[config.mk]
export PLATFORM = sky130hd
export DESIGN_NAME = fifo_wr_packer_flat
export DESIGN_NICKNAME = d
export VERILOG_FILES = /design/src/rtl/fifo_wr_packer_if.sv /design/src/rtl/fifo_wr_packer.sv /design/src/flat_wrapper.sv
export SDC_FILE = /design/constraint.sdc
export NUM_CORES = 1
export LEC_CHECK = 0
export BUFFER_PORTS_ARGS = -buffer_cell sky130_fd_sc_hd__buf_2
export CAP_MARGIN = 10
export CORE_MARGIN = 10
export CORE_UTILIZATION = 50
export DETAILED_ROUTE_END_ITERATION = 8
export GPL_TIMING_DRIVEN = 1
export PLACE_DENSITY = 0.74
export SLEW_MARGIN = 0
export SYNTH_ARGS = -nofsm -noshare
export SYNTH_HDL_FRONTEND = slang
export SYNTH_SLANG_ARGS = --single-unit
export TNS_END_PERCENT = 1
[constraint.sdc]
create_clock -name wrClk -period 3.6 [get_ports wrClk]
set_clock_uncertainty 0.2 [all_clocks]
set_input_delay 0.54 -clock wrClk [delete_from_list [all_inputs] [get_ports wrClk]]
set_output_delay 0.54 -clock wrClk [all_outputs]
set_load 0.02 [all_outputs]
[src/rtl/fifo_wr_packer_if.sv]
// Byte stream in, packed FIFO write word out, for the async_fifo write-side packer.
interface fifo_wr_packer_if #(
  parameter int unsigned DATA_WIDTH        = 8,
  parameter int unsigned WR_DATA_WIDTH_MUL = 4
);
  localparam int unsigned WORD_WIDTH = DATA_WIDTH * WR_DATA_WIDTH_MUL;

  logic                  sValid;
  logic                  sReady;
  logic [DATA_WIDTH-1:0] sData;
  logic                  sLast;
  logic                  wrEn;
  logic [WORD_WIDTH-1:0] din;
  logic                  fifoFull;

  // Packer side: consumes the stream, produces the FIFO write.
  modport slave (
    input  sValid, sData, sLast, fifoFull,
    output sReady, wrEn, din
  );

  // Producer/FIFO side.
  modport master (
    output sValid, sData, sLast, fifoFull,
    input  sReady, wrEn, din
  );
endinterface

[src/rtl/fifo_wr_packer.sv]
// Packs WR_DATA_WIDTH_MUL byte beats into one async_fifo write word; pads on sLast,
// holds the word while the FIFO is full and reloads back-to-back on the draining edge.
module fifo_wr_packer #(
  parameter int unsigned           DATA_WIDTH        = 8,
  parameter int unsigned           WR_DATA_WIDTH_MUL = 4,
  parameter logic [DATA_WIDTH-1:0] PAD_VALUE         = '0,
  parameter int unsigned           COUNT_WIDTH       = 16
) (
  input  logic                   wrClk,
  input  logic                   rst,
  fifo_wr_packer_if.slave        bus,
  output logic                   busy,
  output logic [COUNT_WIDTH-1:0] wordCount,
  output logic [COUNT_WIDTH-1:0] padCount
);
  localparam int unsigned MUL        = WR_DATA_WIDTH_MUL;
  localparam int unsigned WORD_WIDTH = DATA_WIDTH * MUL;
  localparam int unsigned LANE_WIDTH = (MUL > 1) ? $clog2(MUL) : 1;
  localparam logic [LANE_WIDTH-1:0] LAST_LANE = LANE_WIDTH'(MUL - 1);

  logic [LANE_WIDTH-1:0]  lane_cnt;
  logic [WORD_WIDTH-1:0]  acc;
  logic                   wr_en_q;
  logic [WORD_WIDTH-1:0]  din_q;

  logic                   last_lane_c;
  logic                   out_free_c;
  logic                   ready_c;
  logic                   accept_c;
  logic                   complete_c;
  logic [WORD_WIDTH-1:0]  word_c;

  logic [LANE_WIDTH-1:0]  lane_nxt;
  logic                   wr_en_nxt;
  logic [WORD_WIDTH-1:0]  din_nxt;
  logic [COUNT_WIDTH-1:0] word_cnt_nxt;
  logic [COUNT_WIDTH-1:0] pad_cnt_nxt;
  logic                   busy_nxt;

  // Only a completing beat needs the output register; others are never stalled.
  assign last_lane_c = (lane_cnt == LAST_LANE);
  assign out_free_c  = !wr_en_q || !bus.fifoFull;
  assign ready_c     = out_free_c || (!last_lane_c && !bus.sLast);
  assign accept_c    = bus.sValid && ready_c;
  assign complete_c  = accept_c && (last_lane_c || bus.sLast);

  assign bus.sReady  = ready_c;
  assign bus.wrEn    = wr_en_q;
  assign bus.din     = din_q;

  // Word as it would leave on a completing beat: filled lanes, this beat, then pad.
  always_comb begin
    word_c = acc;
    for (int k = 0; k < int'(MUL); k++) begin
      if (LANE_WIDTH'(k) == lane_cnt) begin
        word_c[k*DATA_WIDTH +: DATA_WIDTH] = bus.sData;
      end else if (LANE_WIDTH'(k) > lane_cnt) begin
        word_c[k*DATA_WIDTH +: DATA_WIDTH] = PAD_VALUE;
      end
    end
  end

  // Next-state: drain first, then a completing beat may reload on the same edge.
  always_comb begin
    lane_nxt     = lane_cnt;
    wr_en_nxt    = wr_en_q;
    din_nxt      = din_q;
    word_cnt_nxt = wordCount;
    pad_cnt_nxt  = padCount;

    if (wr_en_q && !bus.fifoFull) begin
      wr_en_nxt    = 1'b0;
      word_cnt_nxt = wordCount + COUNT_WIDTH'(1);
    end

    if (complete_c) begin
      din_nxt   = word_c;
      wr_en_nxt = 1'b1;
      lane_nxt  = '0;
      if (!last_lane_c) begin
        pad_cnt_nxt = padCount + COUNT_WIDTH'(1);
      end
    end else if (accept_c) begin
      lane_nxt = lane_cnt + LANE_WIDTH'(1);
    end

    busy_nxt = (lane_nxt != '0) || wr_en_nxt;
  end

  always_ff @(posedge wrClk or posedge rst) begin
    if (rst) begin
      lane_cnt  <= '0;
      acc       <= '0;
      wr_en_q   <= 1'b0;
      din_q     <= '0;
      wordCount <= '0;
      padCount  <= '0;
      busy      <= 1'b0;
    end else begin
      lane_cnt  <= lane_nxt;
      wr_en_q   <= wr_en_nxt;
      din_q     <= din_nxt;
      wordCount <= word_cnt_nxt;
      padCount  <= pad_cnt_nxt;
      busy      <= busy_nxt;
      if (accept_c && !complete_c) begin
        for (int k = 0; k < int'(MUL); k++) begin
          if (LANE_WIDTH'(k) == lane_cnt) begin
            acc[k*DATA_WIDTH +: DATA_WIDTH] <= bus.sData;
          end
        end
      end
    end
  end
endmodule

[src/flat_wrapper.sv]
// flat-port wrapper written by rule: the top's interface ports become plain ports
module fifo_wr_packer_flat 
#(
  parameter int unsigned           DATA_WIDTH        = 8,
  parameter int unsigned           WR_DATA_WIDTH_MUL = 4,
  parameter logic [DATA_WIDTH-1:0] PAD_VALUE         = '0,
  parameter int unsigned           COUNT_WIDTH       = 16
)
  (wrClk, rst, busy, wordCount, padCount, bus_sValid, bus_sData, bus_sLast, bus_fifoFull, bus_sReady, bus_wrEn, bus_din);
  fifo_wr_packer_if #(.DATA_WIDTH(DATA_WIDTH), .WR_DATA_WIDTH_MUL(WR_DATA_WIDTH_MUL)) bus_i ();
  input  logic wrClk;
  input  logic rst;
  output logic busy;
  output logic [COUNT_WIDTH-1:0] wordCount;
  output logic [COUNT_WIDTH-1:0] padCount;
  input wire logic [$bits(bus_i.sValid)-1:0] bus_sValid;
  input wire logic [$bits(bus_i.sData)-1:0] bus_sData;
  input wire logic [$bits(bus_i.sLast)-1:0] bus_sLast;
  input wire logic [$bits(bus_i.fifoFull)-1:0] bus_fifoFull;
  output wire logic [$bits(bus_i.sReady)-1:0] bus_sReady;
  output wire logic [$bits(bus_i.wrEn)-1:0] bus_wrEn;
  output wire logic [$bits(bus_i.din)-1:0] bus_din;
  assign bus_i.sValid = bus_sValid;
  assign bus_i.sData = bus_sData;
  assign bus_i.sLast = bus_sLast;
  assign bus_i.fifoFull = bus_fifoFull;
  assign bus_sReady = bus_i.sReady;
  assign bus_wrEn = bus_i.wrEn;
  assign bus_din = bus_i.din;
  fifo_wr_packer #(.DATA_WIDTH(DATA_WIDTH), .WR_DATA_WIDTH_MUL(WR_DATA_WIDTH_MUL), .PAD_VALUE(PAD_VALUE), .COUNT_WIDTH(COUNT_WIDTH)) u_core (.wrClk(wrClk), .rst(rst), .bus(bus_i), .busy(busy), .wordCount(wordCount), .padCount(padCount));
endmodule
==> results of run 1 <==
[metrics by stage]
| stage | instances | hold slack (ns) | utilization [%] |
|---|---|---|---|
| global route | 535 | 0.223 | 60.2 |
| floorplan | 353 | 0.271 | - |
| finish | 535 | 0.148 | 60.2 |
| detailed placement | 519 | 0.265 | 57.5 |
| global placement | 519 | 0.257 | 57.5 |
| CTS | 535 | 0.180 | 60.2 |
[state kept, by name (all words and copies together) (netlist names)]
| register | flops |
|---|---|
| u_core.padCount | 16 |
| u_core.bus.din | 32 |
| u_core.acc | 24 |
| u_core.busy | 1 |
| u_core.bus.wrEn | 1 |
| u_core.lane_cnt | 2 |
| u_core.wordCount | 16 |
[cells in the final DEF, fill, tap and decap left out, types with 2 or more instances in the layout]
master    Yosys  final
dfrtp_1      92     92
buf_2         0     79
nand2_1      49     49
o21ai_0      27     27
mux2_2       26     26
nor2_1       20     20
xnor2_1      18     18
a21oi_1      15     15
xor2_1       12     12
nand4_1      11     11
clkbuf_8      0     11
a22o_1        8      8
mux2i_1       8      8
nor3b_1       8      8
and3_1        6      6
ha_1          6      6
nand3_1       5      5
inv_1         5      4
nor3_1        4      4
buf_4         1      3
or2_2         2      2
clkinv_2      0      2
nand3b_1      2      2
nand4b_1      2      2
nor4_1        2      2
clkinv_4      0      2
[area by class of cell]
| cell class | count | area, sq um |
|---|---|---|
| Tap cell | 102 | 128 |
| Multi-Input combinational cell | 238 | 1600 |
| Clock inverter | 5 | 60.1 |
| Timing Repair Buffer | 82 | 418 |
| Sequential cell | 92 | 2300 |
| Fill cell | 655 | 3090 |
| Clock buffer | 11 | 151 |
| Inverter | 5 | 20.0 |
[worst max-delay path by stage]
stage	slack, ns	startpoint	cells after the start	to
floorplan	0.47	rst	1	u_core.acc[0]
global placement	1.26	u_core.lane_cnt[1]	4	u_core.bus.din[11]
detailed placement	1.06	u_core.lane_cnt[1]	4	u_core.bus.din[16]
CTS	1.06	u_core.lane_cnt[1]	4	u_core.bus.din[10]
global route	0.78	u_core.lane_cnt[1]	4	u_core.bus.din[10]
finish	1.10	u_core.lane_cnt[1]	4	u_core.bus.din[10]
[cells by family (layout without fill, tap and decap cells)]
| group | Yosys count | count (layout) | share of synthesized area [%] |
|---|---|---|---|
| compound gates | 54 | 54 | 8.04 |
| fa+ha+maj | 6 | 6 | 1.88 |
| xor+xnor | 30 | 30 | 6.57 |
| simple gates | 114 | 114 | 14.2 |
| buf+inv | 23 | 103 | 2.44 |
| flops | 92 | 92 | 57.6 |
| mux | 34 | 34 | 9.32 |
[worst max-delay path, cell delays in order (launching register included)]
cell and delay [ns]:
dfrtp_1 0.52, ha_1 0.32, nor2_1 0.29, or2_2 0.75
o21ai_0 0.24
[power by group]
part	switching (W)	internal, W	leakage, nW
Combinational	0.000548	0.000395	1.04
Clock	0.000360	0.000360	0.106
Sequential	0.000206	0.00133	1.18
Total	0.00111	0.00209	2.33
[per-layer routing]
layer	vias to the layer above	wire (um)
met1	1390	3670
li1	1364	-
met2	45	4430
met5	-	0
met4	0	115
met3	9	478
==> results.ini, run 1 <==
[job]
drv_cap=0

[routing]
drt_first_iter_violations=132
routedWlPerCell_um=16.2
drt_wl_total_um=8690
drcViolationCount=0
vias=2808
ant_nets=0
vias_per_cell=5.25
dr.pass1.iters=4

[global_route]
grt_pass1_vias=2862
use_met1_pct=18.7
antenna_found_initial=0
use_met2_pct=25.7
grt.busiest_layer=met2
grt_util_met3_pct=3.92
grt_pass1_wl_um=14300
grtUsageTotal_pct=15.3
overflow=0
grt_max_degree=57

[finish]
diodes=0
syn_to_final_growth_pct=17.0
layout.nets=447
fin_area_sq_um=4680
drive_gt1_share_pct=30.0

[die]
rows=32
fp.dieH_um=109
ios=80
start_util_pct=51.5
die_area_sq_um=12000
die_x_um=109
core_area_sq_um=7770

[setup_path]
path_max_fanout=56
rrSetupSlack_ns=1.10
path_class=flip-flop to flip-flop
worstRegToRegCells=4
rr_startpoint=u_core.lane_cnt[1]
cp-start-kind=flip-flop
arrival_ns=2.49
r2r-end=u_core.bus.din[10]
required_ns=3.59
cp-end-kind=flip-flop

[logic_synthesis]
ys_ff_latch=92
syn_area_per_cell_sq_um=11.3
synth_cell_type_count=32
yosys_warnings=0
synth_area_leaders=dfrtp_1, mux2_2, nand2_1
synthTopCellsByCount=dfrtp_1, nand2_1, o21ai_0
synthMostInstantiatedCell=dfrtp_1
seq_area_frac_synth_pct=57.6
synth_edf_count=0
syn-num-nets=372
synth_top_area_share_pct=57.6
synth_top_area_cell=dfrtp_1
synthFlopType=dfrtp_1
netlist_area_sq_um=4000
synthArstFlopShare_pct=100
synthCells=353

[cts]
clk_path_buf_depth=2
cts_root_buf=clkbuf_8
post_cts_resized=0
hold_buffers=0
path_clk_slew_ns=0.09
cts_buffers=9
tritoncts=yes
htreeDepth=3
cts_setup_buffers=0
clock_sinks=92
clkLatencyLatePin_ns=0.36

[placed_design]
dpl_worst_slack_ns=1.06
port_buffers=79
globalplace.congestion=0.797
dp_hpwl_um=6130
dpl-instance-area_sq_um=4470

[sta]
max_freq_mhz=399
finalHoldViolCount=0
period_share_pct=69.6
setup_viol=0
period_needed_ns=2.50
worst_pin_slew_ns=0.933
drv_slew=0
finalWorstSetupSlack_ns=1.10
fin_tns_setup_ns=0
rsz0062_at_grt=false
relSlewSlack_pct=37.7

[pwr]
powerDensity_nw_per_um2=684
ir_drop_v=0.000421
power_w=0.00320
leakage_nw=2.33

[outcome]
status=complete, no violations

[hold_path]
min_path_type=input pin to asynchronous set/reset pin

Power figures use the tool's default switching activity.
==> run 2: changes to the inputs <==
--- a/config.mk
+++ b/config.mk
@@ -8,10 +8,10 @@
 export BUFFER_PORTS_ARGS = -buffer_cell sky130_fd_sc_hd__buf_2
 export CAP_MARGIN = 10
 export CORE_MARGIN = 10
-export CORE_UTILIZATION = 50
+export CORE_UTILIZATION = 49
 export DETAILED_ROUTE_END_ITERATION = 8
 export GPL_TIMING_DRIVEN = 1
-export PLACE_DENSITY = 0.74
+export PLACE_DENSITY = 0.75
 export SLEW_MARGIN = 0
 export SYNTH_ARGS = -nofsm -noshare
 export SYNTH_HDL_FRONTEND = slang
==> constraint.sdc (replaced) <==
create_clock -name wrClk -period 2.05 [get_ports wrClk]
set_clock_uncertainty 0.2 [all_clocks]
set_input_delay 0.3075 -clock wrClk [delete_from_list [all_inputs] [get_ports wrClk]]
set_output_delay 0.3075 -clock wrClk [all_outputs]
set_load 0.02 [all_outputs]
==> results.ini, run 2 (synthesis gave the netlist of run 1 again) <==
[die]
ios=80
fp.dieH_um=110
die_x_um=110
rows=32
start_util_pct=51.0
die_area_sq_um=12200
core_area_sq_um=7850

[finish]
fill_cells=665
multiInputGateArea_sq_um=1610
layout_commonest_cell=dfrtp_1
layout.nets=469
syn_to_final_growth_pct=22.3
fin_cells=557
drive_gt1_share_pct=33.8
final_cell_mix=dfrtp_1, buf_2, nand2_1
diodes=0
largest_register_ffs=32
final-seq-area_sq_um=2300

[cts]
clkLatencyLatePin_ns=0.35
cts_buffers=9
htreeDepth=3
cts_root_buf=clkbuf_8
clock_sinks=92
clk_path_buf_depth=2
tritoncts=yes
path_clk_slew_ns=0.09

[sta]
relSlewSlack_pct=66.7
rsz0062_at_grt=true
setup_viol=0
period_needed_ns=2.03
finalHoldViolCount=0
finalWorstSetupSlack_ns=0.0164
drv_slew=0
period_share_pct=99.2
hold_ws_ns=0.0632
max_freq_mhz=492
worst_pin_slew_ns=0.499
fin_tns_setup_ns=0

[routing]
drcViolationCount=0
routedWlPerCell_um=16.6
vias=2925
drt_wl_total_um=9230
ant_nets=0
drt_first_iter_violations=100
vias_per_cell=5.25
dr.pass1.iters=4

[setup_path]
path_buf_inv=1
cp-end-kind=flip-flop
crit_chain=ha_2, nand4b_1, or4_4, buf_4, xnor2_1
cp-start-kind=flip-flop
required_ns=2.09
path_max_fanout=5
arrival_ns=2.07
slowest_delay_ns=0.62
path_delay_family=simple AND/OR/NAND/NOR gates
path_class=flip-flop to flip-flop
slowest_stage=or4_4

[pwr]
powerDensity_nw_per_um2=1160
leakage_nw=2.44
ir_drop_v=0.000542

[placed_design]
globalplace.congestion=0.764
dp_hpwl_um=6350
placed_cells=534
port_buffers=79
dpl_worst_slack_ns=-0.0684

[global_route]
grt_pass1_vias=2804
overflow=0
grt_max_degree=93
grtUsageTotal_pct=15.2
grt_pass1_wl_um=14500
antenna_found_initial=0

[job]
drv_cap=0

[outcome]
status=complete, no violations

[hold_path]
min_path_type=input pin to flip-flop

## run 2: worst paths after layout
check	end	cells past startpoint	from	slack (ns)
min in group asynchronous	u_core.bus.din[12]	4	rst	0.41
min reg2reg	u_core.padCount[15]	1	u_core.padCount[15]	0.27
max	u_core.padCount[7]	5	u_core.lane_cnt[0]	0.02
max in group asynchronous	u_core.wordCount[12]	4	rst	0.84
max reg2reg	u_core.padCount[7]	5	u_core.lane_cnt[0]	0.02
min	u_core.bus.wrEn	3	bus_sLast	0.06
## run 2: what timing repair did
| item | in CTS | in global routing |
|---|---|---|
| hold endpoints to repair | 92 | 0 |
| endpoints found under the setup margin | 3 | 15 |
| pin swaps | 2 | 4 |
| buffers inserted | 4 | 2 |
| hold buffers | 1 | 0 |
| resized for setup | 2 | 3 |
## run 2: layout make-up
cell class | count | share of cell area [%]
clock buffers | 11 | 2.89
repair buffers | 104 | 12.8
inverters | 5 | 0.460
flip-flops and latches | 92 | 47.1
clock inverters | 5 | 1.23
well taps | 102 | 2.61
multi-input cells | 238 | 32.9
## run 2: layer usage
metal | up-vias | GRT usage (%) | routed length, um
met3 | 14 | 3.19 | 517
met2 | 63 | 24.6 | 4540
met1 | 1431 | 19.5 | 4030
met5 | - | 0 | 0
met4 | 0 | 6.42 | 146
li1 | 1417 | - | -
## run 2: per-stage QoR
stage                     cell area, sq um  utilization, %  total power (W)
after floorplan                       4000               -          0.00384
after global placement                4620            58.9          0.00441
after CTS                             4870            62.0          0.00574
after global routing                  4890            62.3          0.00606
final                                 4890            62.3          0.00569
after detailed placement              4620            58.9          0.00450
## run 2: power breakdown
group | switching (W) | total [W] | internal [W]
combinational | 0.00102 | 0.00178 | 0.000761
sequential | 0.000341 | 0.00268 | 0.00234
clock | 0.000628 | 0.00123 | 0.000602
## run 2: worst min-delay path, stage by stage
cell	delay (ns)
buf_2	0.13
o21ai_0	0.08
nand2_1	0.07
==> run 3: changes to the inputs <==
--- a/config.mk
+++ b/config.mk
@@ -16,4 +16,4 @@
 export SYNTH_ARGS = -nofsm -noshare
 export SYNTH_HDL_FRONTEND = slang
 export SYNTH_SLANG_ARGS = --single-unit
-export TNS_END_PERCENT = 1
+export TNS_END_PERCENT = 50
==> constraint.sdc (replaced) <==
create_clock -name wrClk -period 2.05 [get_ports wrClk]
set_clock_uncertainty 0.2 [all_clocks]
set_input_delay 0.41 -clock wrClk [delete_from_list [all_inputs] [get_ports wrClk]]
set_output_delay 0.41 -clock wrClk [all_outputs]
set_load 0.02 [all_outputs]
==> results.ini, run 3 (synthesis gave the netlist of run 1 again) <==
[sta]
finalWorstSetupSlack_ns=-0.111
relSlewSlack_pct=68.5
rsz0062_at_grt=true
worst_pin_slew_ns=0.473
finalHoldViolCount=0
period_share_pct=105
period_needed_ns=2.16
max_freq_mhz=463
setup_viol=3
drv_slew=0

[die]
start_util_pct=51.0
rows=32
ios=80
core_area_sq_um=7850
fp.dieH_um=110
die_x_um=110
die_area_sq_um=12200

[cts]
cts_root_buf=clkbuf_8
clk_path_buf_depth=2
clock_sinks=92
htreeDepth=3
clkLatencyLatePin_ns=0.36
tritoncts=yes
cts_buffers=9
path_clk_slew_ns=0.09

[setup_path]
cp-start-kind=flip-flop
worstRegToRegCells=10
path_class=flip-flop to output port
arrival_ns=1.55
required_ns=1.44
rr_startpoint=u_core.lane_cnt[0]
rrSetupSlack_ns=-0.05
r2r-end=u_core.lane_cnt[1]
path_max_fanout=4
cp-end-kind=output port
critPathLaunch=u_core.lane_cnt[0]
setup.worst_path.end=bus_sReady

[finish]
layout_commonest_cell=dfrtp_1
diodes=0
final-seq-area_sq_um=2300
drive_gt1_share_pct=37.0
largest_register_ffs=32
layout.nets=474
multiInputGateArea_sq_um=1660
final_cell_mix=dfrtp_1, buf_2, nand2_1
syn_to_final_growth_pct=24.4
fill_cells=630
final_core_util_pct=63.4

[routing]
drt_wl_total_um=9260
drt_first_iter_violations=113
drcViolationCount=0
dr.pass1.iters=4
vias=2969
vias_per_cell=5.28
routedWlPerCell_um=16.5
ant_nets=0

[hold_path]
min_path_type=input pin to flip-flop

[outcome]
violations=negative setup slack
status=finished with violations

[global_route]
overflow=0
antenna_found_initial=0
grt_max_degree=93
grt_pass1_wl_um=15000
grtUsageTotal_pct=15.7
grt_pass1_vias=2991

[placed_design]
globalplace.congestion=0.755
dp_hpwl_um=6330
port_buffers=79

[pwr]
power_w=0.00568
leakage_nw=2.46
powerDensity_nw_per_um2=1140
ir_drop_v=0.000495

[job]
drv_cap=0

## run 3: worst min-delay path by stage
stage                   startpoint             endpoint  cells after the start
6_report                 bus_sLast      u_core.bus.wrEn                      3
5_1_grt                  bus_sLast      u_core.bus.wrEn                      3
4_1_cts                  bus_sLast      u_core.bus.wrEn                      3
3_5_place_dp    u_core.bus.din[10]   u_core.bus.din[10]                      2
3_3_place_gp   u_core.padCount[15]  u_core.padCount[15]                      1
2_1_floorplan       u_core.acc[10]       u_core.acc[10]                      1
## run 3: worst max-delay path, stage by stage, from the launching register on
cell and delay [ns]:
dfrtp_1 0.41, ha_2 0.21, buf_6 0.12, o211ai_1 0.26, buf_4 0.21
## run 3: layer usage
metal	share of wire, %	routed length, um	vias to the layer above	global-route usage (%)
li1	-	-	1425	-
met1	42	3900	1469	19.3
met2	50	4640	61	25.8
met3	5.8	540	14	3.77
met4	1.9	179	0	6.61
met5	0	0	-	0
## run 3: layout make-up
class	count	share of cell area (%)
Sequential cell	92	46.3
Timing Repair Buffer	109	13.5
Clock inverter	5	0.855
Clock buffer	11	3.04
Inverter	5	0.453
Multi-Input combinational cell	238	33.3
Tap cell	102	2.56
## run 3: repair_timing
action	in CTS	in global routing
setup endpoints to repair	3	29
endpoints found under the hold margin	4	0
buffers inserted	10	2
resized for setup	8	14
pin swaps	5	7
hold buffers	1	0
## run 3: per-stage QoR
step / instances / instance area [sq um] / worst slack, ns / hold slack, ns / setup TNS, ns
after floorplan: 353 / 4000 / -0.152 / 0.271 / -0.189
after global placement: 534 / 4620 / -0.0274 / 0.256 / -0.0274
after detailed placement: 534 / 4620 / -0.141 / 0.267 / -0.141
after CTS: 561 / 4920 / -0.0730 / 0.132 / -0.101
after global routing: 562 / 4980 / -0.173 / 0.163 / -0.500
final: 562 / 4980 / -0.111 / 0.161 / -0.164
## run 3: power breakdown
group | internal (W) | switching, W | total, W
registers | 0.00234 | 0.000343 | 0.00268
logic | 0.000783 | 0.00103 | 0.00182
clock network | 0.000521 | 0.000661 | 0.00118
